--- config.mk ---
export PLATFORM = sky130hd
export DESIGN_NAME = fetch_sequencer
export DESIGN_NICKNAME = d
export VERILOG_FILES = /design/src/rtl/fetch_sequencer.sv
export SDC_FILE = /design/constraint.sdc
export NUM_CORES = 1
export LEC_CHECK = 0
export CELL_PAD_IN_SITES_DETAIL_PLACEMENT = 1
export CELL_PAD_IN_SITES_GLOBAL_PLACEMENT = 2
export CORE_MARGIN = 2
export CORE_UTILIZATION = 23
export CTS_CLUSTER_DIAMETER = 50
export CTS_CLUSTER_SIZE = 16
export DETAILED_ROUTE_END_ITERATION = 6
export PLACE_DENSITY = 0.91
export SYNTH_ARGS = -nofsm -noshare
export SYNTH_HDL_FRONTEND = slang
export SYNTH_SLANG_ARGS = --single-unit
--- constraint.sdc ---
create_clock -name clk -period 2.85 [get_ports clk]
set_clock_uncertainty 0.2 [all_clocks]
set_input_delay 0.57 -clock clk [delete_from_list [all_inputs] [get_ports clk]]
set_output_delay 0.57 -clock clk [all_outputs]
set_load 0.005 [all_outputs]
--- src/rtl/fetch_sequencer.sv ---
// Instruction-fetch controller: reads imem at the PC, resolves jump/branch/halt locally,
// issues other words downstream over valid/ready. FETCH_COND_BRANCH_EN enables opcode 4'hE as BZ.
module fetch_sequencer #(
   parameter int ADDR_W  = 9,
   parameter int INSTR_W = 16
) (
   input  logic               clk,
   input  logic               rst,
   input  logic [ADDR_W-1:0]  pc_addr,
   output logic               pc_enable,
   output logic               pc_jmpen,
   output logic [15:0]        pc_jmpaddr,
   output logic [ADDR_W-1:0]  imem_addr,
   output logic               imem_en,
   input  logic [INSTR_W-1:0] imem_rdata,
   input  logic               zero_flag,
   output logic [INSTR_W-1:0] instr_out,
   output logic [ADDR_W-1:0]  instr_pc,
   output logic               instr_valid,
   input  logic               instr_ready,
   output logic               halted
);

   typedef enum logic [2:0] {
      S_IDLE   = 3'd0,
      S_FETCH  = 3'd1,
      S_DECODE = 3'd2,
      S_ISSUE  = 3'd3,
      S_HALT   = 3'd4
   } state_t;

   state_t               state_q, state_d;
   logic [INSTR_W-1:0]   instr_q, instr_d;
   logic [ADDR_W-1:0]    ipc_q, ipc_d;
   logic [3:0]           opcode;
   logic [ADDR_W-1:0]    target;

   assign opcode = imem_rdata[INSTR_W-1 -: 4];
   assign target = imem_rdata[ADDR_W-1:0];

`ifndef FETCH_COND_BRANCH_EN
   logic zero_flag_unused;
   assign zero_flag_unused = zero_flag;
`endif

   always_ff @(posedge clk or negedge rst) begin
      if (!rst) begin
         state_q <= S_IDLE;
         instr_q <= '0;
         ipc_q   <= '0;
      end else begin
         state_q <= state_d;
         instr_q <= instr_d;
         ipc_q   <= ipc_d;
      end
   end

   always_comb begin
      state_d     = state_q;
      instr_d     = instr_q;
      ipc_d       = ipc_q;
      pc_enable   = 1'b0;
      pc_jmpen    = 1'b0;
      pc_jmpaddr  = '0;
      imem_en     = 1'b0;
      imem_addr   = '0;
      instr_valid = 1'b0;
      halted      = 1'b0;
      case (state_q)
         S_IDLE: state_d = S_FETCH;
         S_FETCH: begin
            imem_en   = 1'b1;
            imem_addr = pc_addr;
            ipc_d     = pc_addr;
            state_d   = S_DECODE;
         end
         S_DECODE: begin
            // Jumps and branches are resolved here and never reach the downstream stage.
            if (imem_rdata == '0) begin
               state_d = S_HALT;
            end else if (opcode == 4'hF) begin
               pc_jmpen   = 1'b1;
               pc_jmpaddr = 16'(target);
               state_d    = S_FETCH;
            end
`ifdef FETCH_COND_BRANCH_EN
            else if (opcode == 4'hE) begin
               if (zero_flag) begin
                  pc_jmpen   = 1'b1;
                  pc_jmpaddr = 16'(target);
               end else begin
                  pc_enable  = 1'b1;
               end
               state_d = S_FETCH;
            end
`endif
            else begin
               instr_d = imem_rdata;
               state_d = S_ISSUE;
            end
         end
         S_ISSUE: begin
            instr_valid = 1'b1;
            if (instr_ready) begin
               pc_enable = 1'b1;
               state_d   = S_FETCH;
            end
         end
         S_HALT: halted = 1'b1;
         default: state_d = S_IDLE;
      endcase
   end

   assign instr_out = instr_q;
   assign instr_pc  = ipc_q;

endmodule

==> results of run 1 <==
## Yosys cell counts, drive strengths merged
master,count,share of area
a41o,1,0.0083
nand4,2,0.0093
nor3,1,0.0037
nor4,4,0.019
and2b,2,0.011
nand2b,1,0.010
a211o,1,0.0065
nor3b,2,0.011
and3b,1,0.0065
inv,1,0.0028
conb,1,0.0028
and2,19,0.088
o22a,4,0.026
buf,9,0.050
clkbuf,1,0.0028
mux2,21,0.20
nor2b,1,0.0046
o21bai,1,0.0056
dfrtp,28,0.52
nor2,1,0.0028
or3b,1,0.0065
## per-layer routing
metal | vias up | wire, um
li1 | 574 | -
met1 | 615 | 1640
met2 | 39 | 2320
met3 | 6 | 161
met4 | 0 | 56
met5 | - | 0
## cell type report
cell class | count | area [sq um] | area share
repair buffers | 110 | 1010 | 0.398
flip-flops and latches | 28 | 701 | 0.277
multi-input cells | 71 | 672 | 0.266
well taps | 72 | 90.1 | 0.0356
clock buffers | 4 | 55.1 | 0.0218
inverters | 1 | 3.75 | 0.00148
## state kept, by name, summed over array words and instances (netlist names)
register	flops
instr_out	16
state_q	3
instr_pc	9
## cell families after synthesis
family                 share of synthesized area
multiplexers                               0.203
buffers and inverters                     0.0556
other                                    0.00278
AND/OR/NAND/NOR                            0.173
flip-flops                                 0.519
AO/OA/AOI/OAI                             0.0464
## final timing paths
path	start	to	slack, ps	cells past startpoint
setup / recovery	imem_rdata[1]	pc_jmpaddr[1]	50	7
hold / removal	instr_out[12]	instr_out[12]	310	1
setup reg to reg	state_q[1]	instr_out[9]	670	5
hold reg to reg	instr_out[12]	instr_out[12]	310	1
max in group asynchronous	rst	state_q[2]	1710	2
min in group asynchronous	rst	instr_pc[3]	470	2
## layout by cell type, fill, tap and decap left out, drive strengths merged
| cell | netlist | routed |
|---|---|---|
| mux2 | 21 | 21 |
| nand4 | 2 | 2 |
| dfrtp | 28 | 28 |
| nor4 | 4 | 4 |
| clkbuf | 1 | 4 |
| o21bai | 1 | 1 |
| nor2 | 1 | 2 |
| clkdlybuf4s15 | 0 | 4 |
| a211o | 1 | 1 |
| nor3b | 2 | 2 |
| o22a | 4 | 4 |
| conb | 1 | 7 |
| nor2b | 1 | 1 |
| inv | 1 | 1 |
| dlygate4sd2 | 0 | 20 |
| nor3 | 1 | 1 |
| dlymetal6s2s | 0 | 2 |
| buf | 9 | 35 |
| clkdlybuf4s50 | 0 | 49 |
| nand2b | 1 | 1 |
| a41o | 1 | 1 |
| or3b | 1 | 1 |
| and3b | 1 | 1 |
| and2b | 2 | 2 |
| and2 | 19 | 19 |
## critical path: cells and delay by family
kind,cells,cell delay (ps)
buffers and inverters,3,680
AO/OA/AOI/OAI,1,250
AND/OR/NAND/NOR,3,520
## power by group through the flow
stage / Sequential (mW) / Clock (mW) / Combinational, mW
after floorplan: 0.718 / 0 / 0.483
after global placement: 0.700 / 0 / 1.14
after detailed placement: 0.711 / 0 / 1.16
after CTS: 0.702 / 0.265 / 1.19
after global routing: 0.726 / 0.285 / 1.25
final: 0.699 / 0.252 / 1.17
## repair_timing
| item | in CTS | in global routing |
|---|---|---|
| pin swaps | 6 | 4 |
| setup buffers | 12 | 1 |
| gates resized for setup | 38 | 5 |
| gates cloned | 1 | 0 |
| endpoints found under the setup margin | 10 | 19 |
==> flow_summary.toml, run 1 <==
[outcome]
status = "complete, no violations"

[route]
ant_nets = 0
num_vias = 1234
drc = 0
firstDrtPassIters = 3
drt_iter0_markers = 22
drt_wl_total_um = 4190
vias_per_cell = 4.31
wl_per_cell_um = 14.6

[setup_path]
cp_max_fo = 5
crit_chain = "dlygate4sd2_1 > nor4_2 > buf_4 > a41o_4 > nor2_4 > and2_1 > dlygate4sd2_1"
critPathCaptureType = "output port"
cpMostUsedCell = "dlygate4sd2_1"
critPathLaunchType = "input pin"
critPathArrivalTime_ps = 2030
critical_path_required_ps = 2080
path_class = "in2out"
cp_slowest_stage_delay_ps = 300
slowest_stage = "nor4_2"

[place]
port_buffers = 75
place_hpwl_um = 2990
gp_congestion = 0.725
place_area_sq_um = 2330
post-place-ws_ps = -553
placedCellCount = 269

[power_and_ir_drop]
ir_drop_v = 0.000419
p_clk_frac = 0.119
switchingPower_mw = 0.594
intPower_mw = 1.53
p_sw_frac = 0.280
seq_power_share = 0.330
fin_total_pwr_mw = 2.12
combPwrFrac = 0.551
power_leakage_nw = 1.18
power.density_nw_per_um2 = 838

[grt]
use_met1 = 0.148
gr-max-usage-layer = "met2"
overflow = 0
grt_antenna_before_repair = 0
gr-usage-met3 = 0.0247
grt_pass1_wl_um = 6390
grtUsageTotal = 0.128
use_met2 = 0.237
first_global_vias = 1333
grt_max_degree = 29

[final_layout]
drive_gt1_frac = 0.332
layoutNonFillerInstCount = 286
area.growth.synth_to_final_pct = 87.5
nets = 244
fin_area_sq_um = 2530
antenna_cells = 0
fillCellCount = 613
fin_util = 0.454

[clocking]
cts_tree = "yes"
hold_buffers = 0
clkLatencyLatePin_ps = 270
cts_buffers = 3
cts.sinks = 28
cts_max_level = 1
max-clock-path-buffers = 2
cts_root_buf = "clkbuf_8"
path_clk_slew_ps = 100

[yosys]
syn_area_sq_um = 1350
yosysWarnings = 0
synthCells = 103
synth_cell_types = 24
synth_seq_cells = 28
syn_area_per_cell_sq_um = 13.1
yosysSeqAreaShare = 0.519

[timing]
worst_hold_slack_ps = 306
max_freq_ghz = 0.358
drv_slew = 0
min_period_ps = 2800
fin_ws_ps = 54.9
finalSetupTns_ps = 0
report.final.setup_viol = 0
finalCritPeriodShare = 0.981
final_hold_viol_count = 0

[floorplanning]
core-area_sq_um = 5570
fp.dieH_um = 80.6
initial_utilization = 0.242
die-area_sq_um = 6490
die_w_um = 80.6
io_pins = 84
fp-row-count = 27

[hold_path]
min_path_type = "reg2reg"

[flow_run]
drv_cap = 0
No activity file was read; power rests on OpenSTA's default activity.
==> inputs of run 2 (changes only) <==
==> constraint.sdc (replaced) <==
create_clock -name clk -period 2.85 [get_ports clk]
set_clock_uncertainty 0.2 [all_clocks]
set_input_delay 0.4275 -clock clk [delete_from_list [all_inputs] [get_ports clk]]
set_output_delay 0.4275 -clock clk [all_outputs]
set_load 0.005 [all_outputs]
==> run 2 against run 1 <==
  * Combinational power shrank 6%
  * Via count shrank 8.3%
  * Wire length shrank 15%
  * Cell area shrank 6.6%
  * Critical path depth is the same
  * Maximum frequency grew 3.6%
  * Total power shrank 3.4%
  * Utilization shrank 3.0 points
  * Clock-buffer cell count is the same
  * Flip-flop and latch count is the same
  * First-iteration DRC count shrank 41%
  * Clock power shrank 2%
  * Largest cell class unchanged
  * Largest power group unchanged
  * Highest routed layer unchanged
==> flow_summary.toml, run 2 (synthesis gave the netlist of run 1 again) <==
[timing]
final_hold_viol_count = 0
finalCritPeriodShare = 0.947
rsz0062_at_grt = "no"
max_freq_ghz = 0.371
report.final.setup_viol = 0
fin_ws_ps = 152
finalSetupTns_ps = 0
min_period_ps = 2700
drv_slew = 0

[clocking]
cts_tree = "yes"
clkLatencyLatePin_ps = 270
post_cts_buffers = 0
max-clock-path-buffers = 2
cts.sinks = 28
cts_max_level = 1
path_clk_slew_ps = 90
hold_buffers = 0
cts_root_buf = "clkbuf_8"
cts_buffers = 3

[power_and_ir_drop]
p_clk_frac = 0.120
intPower_mw = 1.49
combPwrFrac = 0.537
ir_drop_v = 0.000325
power_leakage_nw = 1.09
power.density_nw_per_um2 = 867
switchingPower_mw = 0.560
p_sw_frac = 0.274
seq_power_share = 0.343

[route]
drt_wl_total_um = 3570
ant_nets = 0
drt_iter0_markers = 13
wl_per_cell_um = 13.2
drc = 0
firstDrtPassIters = 4
num_vias = 1132
vias_per_cell = 4.18

[final_layout]
antenna_cells = 0
nets = 229
largest_register_ffs = 16
fillCellCount = 617
area.growth.synth_to_final_pct = 75.0
fin_area_sq_um = 2360
drive_gt1_frac = 0.261
final_common_cell = "clkdlybuf4s50_1"
mostFrequentLayoutCells = "clkdlybuf4s50_1 (58), dfrtp_1 (28), buf_4 (21), and2_1 (19), dlygate4sd2_1 (16)"
fin_util = 0.424

[place]
post-place-ws_ps = -193
place_area_sq_um = 2300
gp_congestion = 0.705
port_buffers = 75
place_hpwl_um = 2800

[grt]
grt_pass1_wl_um = 5750
first_global_vias = 1213
overflow = 0
use_met1 = 0.145
use_met2 = 0.198
gr-max-usage-layer = "met2"
grtUsageTotal = 0.112
grt_antenna_before_repair = 0
gr-usage-met3 = 0.0124
grt_max_degree = 29

[setup_path]
reg2regPathDepth = 5
critPathArrivalTime_ps = 2070
regToRegStartpoint = "state_q[0]"
rr_endpoint = "instr_out[9]"
critPathLaunchType = "input pin"
reg2reg_slack_ps = 740
cp_max_fo = 10
path_class = "in2out"
critPathCaptureType = "output port"
critical_path_required_ps = 2220

[hold_path]
min_path_type = "reg2reg"
hold_end = "instr_out[12]"
worstHoldPathCells = 1
hold_start = "instr_out[12]"

[flow_run]
drv_cap = 0

[floorplanning]
core-area_sq_um = 5570
fp.dieH_um = 80.6
die-area_sq_um = 6490
initial_utilization = 0.242
io_pins = 84
fp-row-count = 27
die_w_um = 80.6

[outcome]
status = "complete, no violations"
run 2: changes by cell type in the layout (fill, tap and decap cells not counted), sizes merged:
cell / delta
buf: -14
clkdlybuf4s50: +9
dlygate4sd2: -4
nor2: -1
dlymetal6s2s: -1
clkdlybuf4s15: -4
run 2: area by class of cell:
class                   count  area [sq um]  area share
repair buffers             96           891       0.377
flip-flops and latches     28           701       0.297
multi-input cells          70           621       0.263
well taps                  72          90.1      0.0382
clock buffers               4          55.1      0.0233
inverters                   1          3.75     0.00159
run 2: worst max path at each step:
stage                          to  slack (ps)      startpoint
floorplan           pc_jmpaddr[0]         700      state_q[0]
global placement    pc_jmpaddr[4]        -250   imem_rdata[7]
detailed placement  pc_jmpaddr[4]        -190   imem_rdata[9]
CTS                      pc_jmpen          70   imem_rdata[4]
global route        pc_jmpaddr[4]           4  imem_rdata[12]
finish              pc_jmpaddr[4]         150  imem_rdata[12]
run 2: timing repair:
| item | 4_1_cts | 5_1_grt |
|---|---|---|
| resized for setup | 20 | 1 |
| setup endpoints to repair | 10 | 1 |
| pin swaps | 3 | 0 |
run 2: per-stage QoR:
stage	power (mW)	instances	hold slack [ps]
global placement	1.80	267	275
floorplan	1.20	109	-68.1
CTS	2.09	271	304
detailed placement	1.83	267	280
global route	2.20	271	328
finish	2.05	271	299
run 2: power by group through the flow:
| stage | Combinational, mW | Sequential (mW) | Clock [mW] |
|---|---|---|---|
| after global placement | 1.10 | 0.704 | 0 |
| final | 1.10 | 0.702 | 0.246 |
| after global routing | 1.19 | 0.733 | 0.279 |
| after floorplan | 0.483 | 0.718 | 0 |
| after detailed placement | 1.12 | 0.713 | 0 |
| after CTS | 1.12 | 0.705 | 0.261 |
run 2: critical path, stage by stage:
cell and delay (ps):
clkdlybuf4s50_1 440, nor4_2 340, a41o_2 250, nor2_1 40, buf_4 160, and2_1 160, dlygate4sd2_1 260
run 2: metal layers:
metal | routed length [um] | up-vias
met5 | 0 | -
met4 | 31 | 0
met3 | 159 | 2
met2 | 1850 | 34
met1 | 1540 | 561
li1 | - | 535
